--- src/rtl/gpio_pkg.sv ---
// Shared constants for the gpio input-conditioning / edge-interrupt slice.
package gpio_pkg;

    localparam int NGPIO_DEFAULT = 8;
    localparam int WIN_BITS      = 5;

    localparam logic [WIN_BITS-1:0] OFF_IN      = 5'h00;
    localparam logic [WIN_BITS-1:0] OFF_RISE_EN = 5'h04;
    localparam logic [WIN_BITS-1:0] OFF_FALL_EN = 5'h08;
    localparam logic [WIN_BITS-1:0] OFF_STATUS  = 5'h0C;

endpackage

--- src/rtl/gpio_debounce.sv ---
// One pad bit: 2-FF synchroniser, stable-count debouncer, and a one-cycle
// rise/fall pulse that coincides with the edge where the debounced level updates.
module gpio_debounce #(
    parameter int DB_CYCLES = 4
) (
    input  logic clk,
    input  logic rst_n,
    input  logic pin,
    output logic deb,
    output logic rise,
    output logic fall
);

    localparam int              CW       = (DB_CYCLES < 1) ? 1 : $clog2(DB_CYCLES + 1);
    localparam logic [CW-1:0]   CNT_LAST = CW'(DB_CYCLES - 1);

    logic          s1;
    logic          s2;
    logic [CW-1:0] cnt;
    logic          update;

    // Update fires on the DB_CYCLES-th consecutive disagreeing cycle.
    assign update = (s2 != deb) && (cnt == CNT_LAST);
    assign rise   = update && s2;
    assign fall   = update && !s2;

    always_ff @(posedge clk) begin
        if (!rst_n) begin
            s1  <= 1'b0;
            s2  <= 1'b0;
            deb <= 1'b0;
            cnt <= '0;
        end else begin
            s1 <= pin;
            s2 <= s1;
            if (s2 == deb) begin
                cnt <= '0;
            end else if (update) begin
                deb <= s2;
                cnt <= '0;
            end else begin
                cnt <= cnt + 1'b1;
            end
        end
    end

endmodule

--- src/rtl/gpio_edge_irq.sv ---
// Pad-side conditioning for gpio: per-pin debounce, edge detection, W1C status
// with irq, and a small register window on the native memory bus.
module gpio_edge_irq
    import gpio_pkg::*;
#(
    parameter int          NGPIO     = NGPIO_DEFAULT,
    parameter logic [31:0] BASE_ADDR = 32'h0300_0100,
    parameter int          DB_CYCLES = 4
) (
    input  logic             clk,
    input  logic             rst_n,
    input  logic             mem_valid,
    output logic             mem_ready,
    input  logic [31:0]      mem_addr,
    input  logic [31:0]      mem_wdata,
    input  logic [3:0]       mem_wstrb,
    output logic [31:0]      mem_rdata,
    input  logic [NGPIO-1:0] pin_in,
    output logic [NGPIO-1:0] pin_sync,
    output logic             irq
);

    logic [NGPIO-1:0]    rise;
    logic [NGPIO-1:0]    fall;
    logic [NGPIO-1:0]    rise_en;
    logic [NGPIO-1:0]    fall_en;
    logic [NGPIO-1:0]    status;
    logic [NGPIO-1:0]    status_next;
    logic [WIN_BITS-1:0] off;
    logic                sel;
    logic                wr;
    logic [31:0]         rd_mux;
    logic                unused_wdata;

    genvar g;
    generate
        for (g = 0; g < NGPIO; g++) begin : g_pin
            gpio_debounce #(
                .DB_CYCLES (DB_CYCLES)
            ) u_db (
                .clk   (clk),
                .rst_n (rst_n),
                .pin   (pin_in[g]),
                .deb   (pin_sync[g]),
                .rise  (rise[g]),
                .fall  (fall[g])
            );
        end
    endgenerate

    assign off          = mem_addr[WIN_BITS-1:0];
    assign sel          = mem_valid && (mem_addr[31:WIN_BITS] == BASE_ADDR[31:WIN_BITS]) && !mem_ready;
    assign wr           = sel && (mem_wstrb != 4'b0000);
    assign irq          = |status;
    assign unused_wdata = ^mem_wdata;

    always_comb begin
        rd_mux = '0;
        case (off)
            OFF_IN:      rd_mux[NGPIO-1:0] = pin_sync;
            OFF_RISE_EN: rd_mux[NGPIO-1:0] = rise_en;
            OFF_FALL_EN: rd_mux[NGPIO-1:0] = fall_en;
            OFF_STATUS:  rd_mux[NGPIO-1:0] = status;
            default:     rd_mux = '0;
        endcase
    end

    // Clear first, then set, so a new event beats a same-cycle W1C.
    always_comb begin
        status_next = status;
        if (wr && (off == OFF_STATUS)) begin
            for (int i = 0; i < NGPIO; i++) begin
                if (mem_wstrb[i/8] && mem_wdata[i]) begin
                    status_next[i] = 1'b0;
                end
            end
        end
        for (int i = 0; i < NGPIO; i++) begin
            if ((rise[i] && rise_en[i]) || (fall[i] && fall_en[i])) begin
                status_next[i] = 1'b1;
            end
        end
    end

    always_ff @(posedge clk) begin
        if (!rst_n) begin
            rise_en   <= '0;
            fall_en   <= '0;
            status    <= '0;
            mem_ready <= 1'b0;
            mem_rdata <= '0;
        end else begin
            status <= status_next;
            if (sel) begin
                mem_ready <= 1'b1;
                mem_rdata <= rd_mux;
            end else begin
                mem_ready <= 1'b0;
                mem_rdata <= '0;
            end
            if (wr) begin
                for (int i = 0; i < NGPIO; i++) begin
                    if (mem_wstrb[i/8]) begin
                        if (off == OFF_RISE_EN) rise_en[i] <= mem_wdata[i];
                        if (off == OFF_FALL_EN) fall_en[i] <= mem_wdata[i];
                    end
                end
            end
        end
    end

endmodule

--- config.mk ---
export PLATFORM = sky130hd
export DESIGN_NAME = gpio_edge_irq
export DESIGN_NICKNAME = d
export VERILOG_FILES = /design/src/rtl/gpio_pkg.sv /design/src/rtl/gpio_debounce.sv /design/src/rtl/gpio_edge_irq.sv
export SDC_FILE = /design/constraint.sdc
export NUM_CORES = 1
export LEC_CHECK = 0
export ABC_AREA = 1
export BUFFER_PORTS_ARGS = -buffer_cell sky130_fd_sc_hd__buf_2
export CAP_MARGIN = 15
export CELL_PAD_IN_SITES_DETAIL_PLACEMENT = 0
export CELL_PAD_IN_SITES_GLOBAL_PLACEMENT = 1
export CORE_ASPECT_RATIO = 0.5
export CORE_MARGIN = 8
export CORE_UTILIZATION = 37
export CTS_BUF_LIST = sky130_fd_sc_hd__clkbuf_2 sky130_fd_sc_hd__clkbuf_4 sky130_fd_sc_hd__clkbuf_8
export CTS_CLUSTER_SIZE = 14
export DETAILED_ROUTE_END_ITERATION = 10
export GPL_ROUTABILITY_DRIVEN = 1
export PLACE_DENSITY_LB_ADDON = 0.1
export SKIP_LAST_GASP = 1
export SLEW_MARGIN = 15
export SYNTH_ARGS = -nofsm -noshare
export SYNTH_HDL_FRONTEND = slang
export SYNTH_SLANG_ARGS = --single-unit
--- constraint.sdc ---
create_clock -name clk -period 3.3 [get_ports clk]
set_clock_uncertainty 0.15 [all_clocks]
set_input_delay 0.66 -clock clk [delete_from_list [all_inputs] [get_ports clk]]
set_output_delay 0.66 -clock clk [all_outputs]
set_load 0.1 [all_outputs]
# After elaboration in Yosys (flattened, before gate mapping)
# Index checks and enable logic that the tools add are counted.
[totals]
wordCells = 224
register_bits = 105
out_inout_bits = 42
[op_classes]
n_eq_ne = 28
n_reduce_logical = 115
n_addsub = 8
n_bitwise = 9
muxes = 19
[op_table]
columns = ["operator", "count"]
rows = [
  ["$logic_and 1x1->1", 52],
  ["$reduce_and 2->1", 17],
  ["$pmux 8 s4", 1],
  ["$reduce_bool 2->1", 16],
  ["$eq 27x21->1 const B", 1],
  ["$add 3x1->3 const B", 8],
  ["$eq 3x2->1 const B", 8],
  ["$reduce_or 3->1", 8],
  ["$mux 1", 17],
  ["$eq 5x4->1 const B", 2],
  ["$logic_not 1->1", 9],
  ["$not 1->1", 9],
  ["$eq 1x1->1", 8],
  ["$logic_or 1x1->1", 8],
  ["$mux 8", 1],
  ["$ne 1x1->1", 8],
  ["$reduce_or 8->1", 1],
  ["$reduce_and 3->1", 2],
  ["$eq 5x3->1 const B", 1],
  ["$logic_not 5->1", 1],
  ["$reduce_bool 4->1", 1],
]

# Longest topological paths before layout
[logic_depth]
ltp_word = 7
depth_mapped = 10
ltp_nobuf = 10

# Cells and area by module
# From an unflattened synthesis, not the netlist that was laid out.
[unflattened]
cells_unflattened = 544
area_unflattened_um2 = 4020.1
[by_module_without_submodules]
columns = ["module", "n_inst", "cells_each", "seq_area_each_um2", "area_each_um2"]
rows = [
  ["gpio_edge_irq", 1, 304, 660.6, 2058.2],
  ["gpio_debounce", 8, 30, 120.1, 245.2],
]

# Least setup slack after synthesis
# OpenSTA, ideal clock, no wires.
[synth_path]
kind = "flip-flop to output port"
startpoint = "register status[3]"
endpoint = "output irq"
path_stages_with_launch = 3
arrival_ns = 1.134
path_buffers = 0
path_slack_ns = 1.356
path_cell_list = "dfxtp_1 > nor4_1 > nand2_1"
[synth_between]
elab_chain_len = 1
[synth_lines]
columns = ["item", "line", "source"]
rows = [
  ["from (decl)", "gpio_edge_irq.sv:27", "logic [NGPIO-1:0] status;"],
  ["from (signal assigned)", "gpio_edge_irq.sv:93", "status <= status_next;"],
  ["$reduce_or 8->1", "gpio_edge_irq.sv:54", "assign irq = |status;"],
  ["to (decl)", "gpio_edge_irq.sv:20", "output logic irq"],
]
# No other way between the ends.

# Worst setup path in the final report
[layout_path]
startpoint = "register status[7]"
endpoint = "output irq"
# The elaborated chain is that of the path after synthesis.

==> flow_summary.ini <==
[status]
outcome = completed

[synthesis]
netlist_area_um2 = 3840
yosysTopAreaCell = dfxtp_1
synth_cell_types = 28
yosysSeqAreaShare_pct = 42.2
synth_top_area_share_pct = 42.2
synth_area_leaders = dfxtp_1, nor2_1, nand2_1
avgSynthCellArea_um2 = 7.12
synthArstFlopShare_pct = 0
synth_ff_type = dfxtp_1
synth_edf_count = 0
ys_warn_count = 0
synth.ff_latch_count = 81
syn_inst = 540

[clock_tree]
clk_pin_slew_ps = 80
numCtsBuffers = 9
cts_max_level = 3
cts_setup_buffers = 0
cts_resized = 0
cts_tree = yes
clock_latency_ps = 350
root_buffer = clkbuf_8
cts_buffer_depth = 2
hold_buffers = 0
cts.sinks = 81

[setup_path]
critical_path.top_delay_family = simple AND/OR/NAND/NOR gates
cpMaxStageDelayCell = nor4_1
critPathLaunch = status[7]
reg2reg_depth = 7
cp.arrival_ps = 1570
worst-path-stages = 3
cp_data_required_time_ps = 2490
cp-endpoint = irq
r2r-start = mem_ready
cpPeakStageDelay_ps = 450
reg2reg_setup_slack_ps = 1560
crit_path_end_kind = output pin
critPathMaxFanout = 3
cp-start-kind = flop
r2r_end = rise_en[4]
worstPathCellList = nor4_1 > nand2_1 > buf_2
crit_type = reg -> out
critPathBufInv = 1

[detailed_routing]
num_vias = 3157
route.detailed.drc = 0
firstDrtPassIters = 4
viasPerCell = 4.19
avgRoutedWirePerCell_um = 12.0
ant_nets = 0
drtIter0Drc = 167
wirelength_um = 9000

[placement]
port_buffers = 72
post-place-cells = 737
place.gp.congestion = 0.770
dp_hpwl_um = 6640

[grt]
first_global_vias = 3145
grt.total_usage_pct = 13.4
grt_pass1_wl_um = 15000
overflow = 0
antenna_found_initial = 0
grt_max_degree = 44

[finish]
final_cell_mix = nor2_1, nand2_1, inv_1, dfxtp_1, buf_2
n_fill_cell = 1083
layout-drive-gt1-share_pct = 16.6
nets = 703
fin_cells = 753
final_common_cell = nor2_1
antenna_cells = 0
syn_to_final_growth_pct = 15.9

[timing]
rsz0062_at_grt = false
period_share_pct = 72.2
finalHoldViolCount = 0
max_freq_mhz = 420
slew_headroom_pct = 60.4
tightest_slew_ps = 592
fin_tns_setup_ps = 0
drv_slew = 0
layout_min_cycle_time_ps = 2380
finalSetupViolCount = 0

[die]
row_count = 26
start_util_pct = 37.9
die_x_um = 160
chipHeight_um = 88.1
die_area_um2 = 14100
fp.coreArea_um2 = 10100
design.portCount = 121

[min_path]
worstHoldStart = g_pin[5].u_db.s1
worst_hold_path_type = reg -> reg

[power_and_ir_drop]
ir_drop_uv = 191
power_density_nw_per_um2 = 475
leakage_nw = 2.21

[run]
drv_cap = 0
registers in the layout, summed over array words and instances (netlist names):
register	cells
mem_ready	1
g_pin.u_db.s2	8
g_pin.u_db.deb	8
fall_en	8
mem_rdata	8
g_pin.u_db.cnt	24
status	8
rise_en	8
g_pin.u_db.s1	8
metrics by stage:
step / utilization, % / setup WS, ps / hold WS (ps) / area, um2 / power [mW]
after detailed placement: 41.4 / 1010 / 248 / 4200 / 1.24
final: 43.9 / 919 / 260 / 4460 / 2.12
after floorplan: - / 1360 / 240 / 3930 / 1.21
after global placement: 41.4 / 1020 / 244 / 4200 / 1.24
after CTS: 43.9 / 902 / 260 / 4460 / 2.14
after global routing: 43.9 / 879 / 280 / 4460 / 2.20
area by class of cell:
| type | count | area, um2 | share of cell area [%] |
|---|---|---|---|
| Clock buffer | 12 | 153 | 3.43 |
| Clock inverter | 4 | 98.8 | 2.22 |
| Inverter | 86 | 323 | 7.25 |
| Multi-Input combinational cell | 356 | 1710 | 38.4 |
| Sequential cell | 81 | 1620 | 36.4 |
| Tap cell | 140 | 175 | 3.93 |
| Timing Repair Buffer | 74 | 375 | 8.42 |
cells by family after synthesis:
kind of cell	after synthesis	share of synthesized area (%)
other	1	0.0976
DFF	81	42.2
AOI/OAI and AO/OA	42	5.79
and+or+nand+nor	266	29.3
buffers and inverters	126	15.6
adders and majority gates	16	5.21
xor gates and xnor gates	8	1.82
cells in the mapped netlist (5+ instances only):
cell type,instances
o21ai_0,12
xnor2_1,8
nor2_1,118
ha_1,16
nand2_1,108
dfxtp_1,81
nand3_1,20
buf_2,5
buf_4,32
a21oi_1,20
nand3b_1,5
inv_1,84
o22ai_1,8
report_power, final:
part,internal (mW),switching (mW)
combinational,0.0419,0.179
sequential,0.988,0.00681
clock,0.544,0.357
total,1.57,0.543
worst min path at each step:
stage,endpoint,cells after the start
after floorplan,g_pin[0].u_db.s2,2
after global placement,g_pin[2].u_db.s2,2
after detailed placement,g_pin[5].u_db.s2,2
after CTS,g_pin[5].u_db.s2,2
after global routing,g_pin[0].u_db.s2,2
final,g_pin[5].u_db.s2,2
worst reg2reg max path: stages, from the launching register on:
cell      delay, ps
dfxtp_1         320
nand3b_1        150
nor2_1           90
nand2_1         100
nor2_2          300
nand3_2         300
nor2_1          170
nor2_1           60
metal layers:
metal | vias up | GRT usage (%) | wire [um]
met1 | 1350 | 16.8 | 4610
met5 | - | 0 | 0
met4 | 0 | 4.38 | 61
met2 | 84 | 21.6 | 3810
met3 | 4 | 4.08 | 526
li1 | 1719 | - | -
Power figures use the tool's default switching activity.
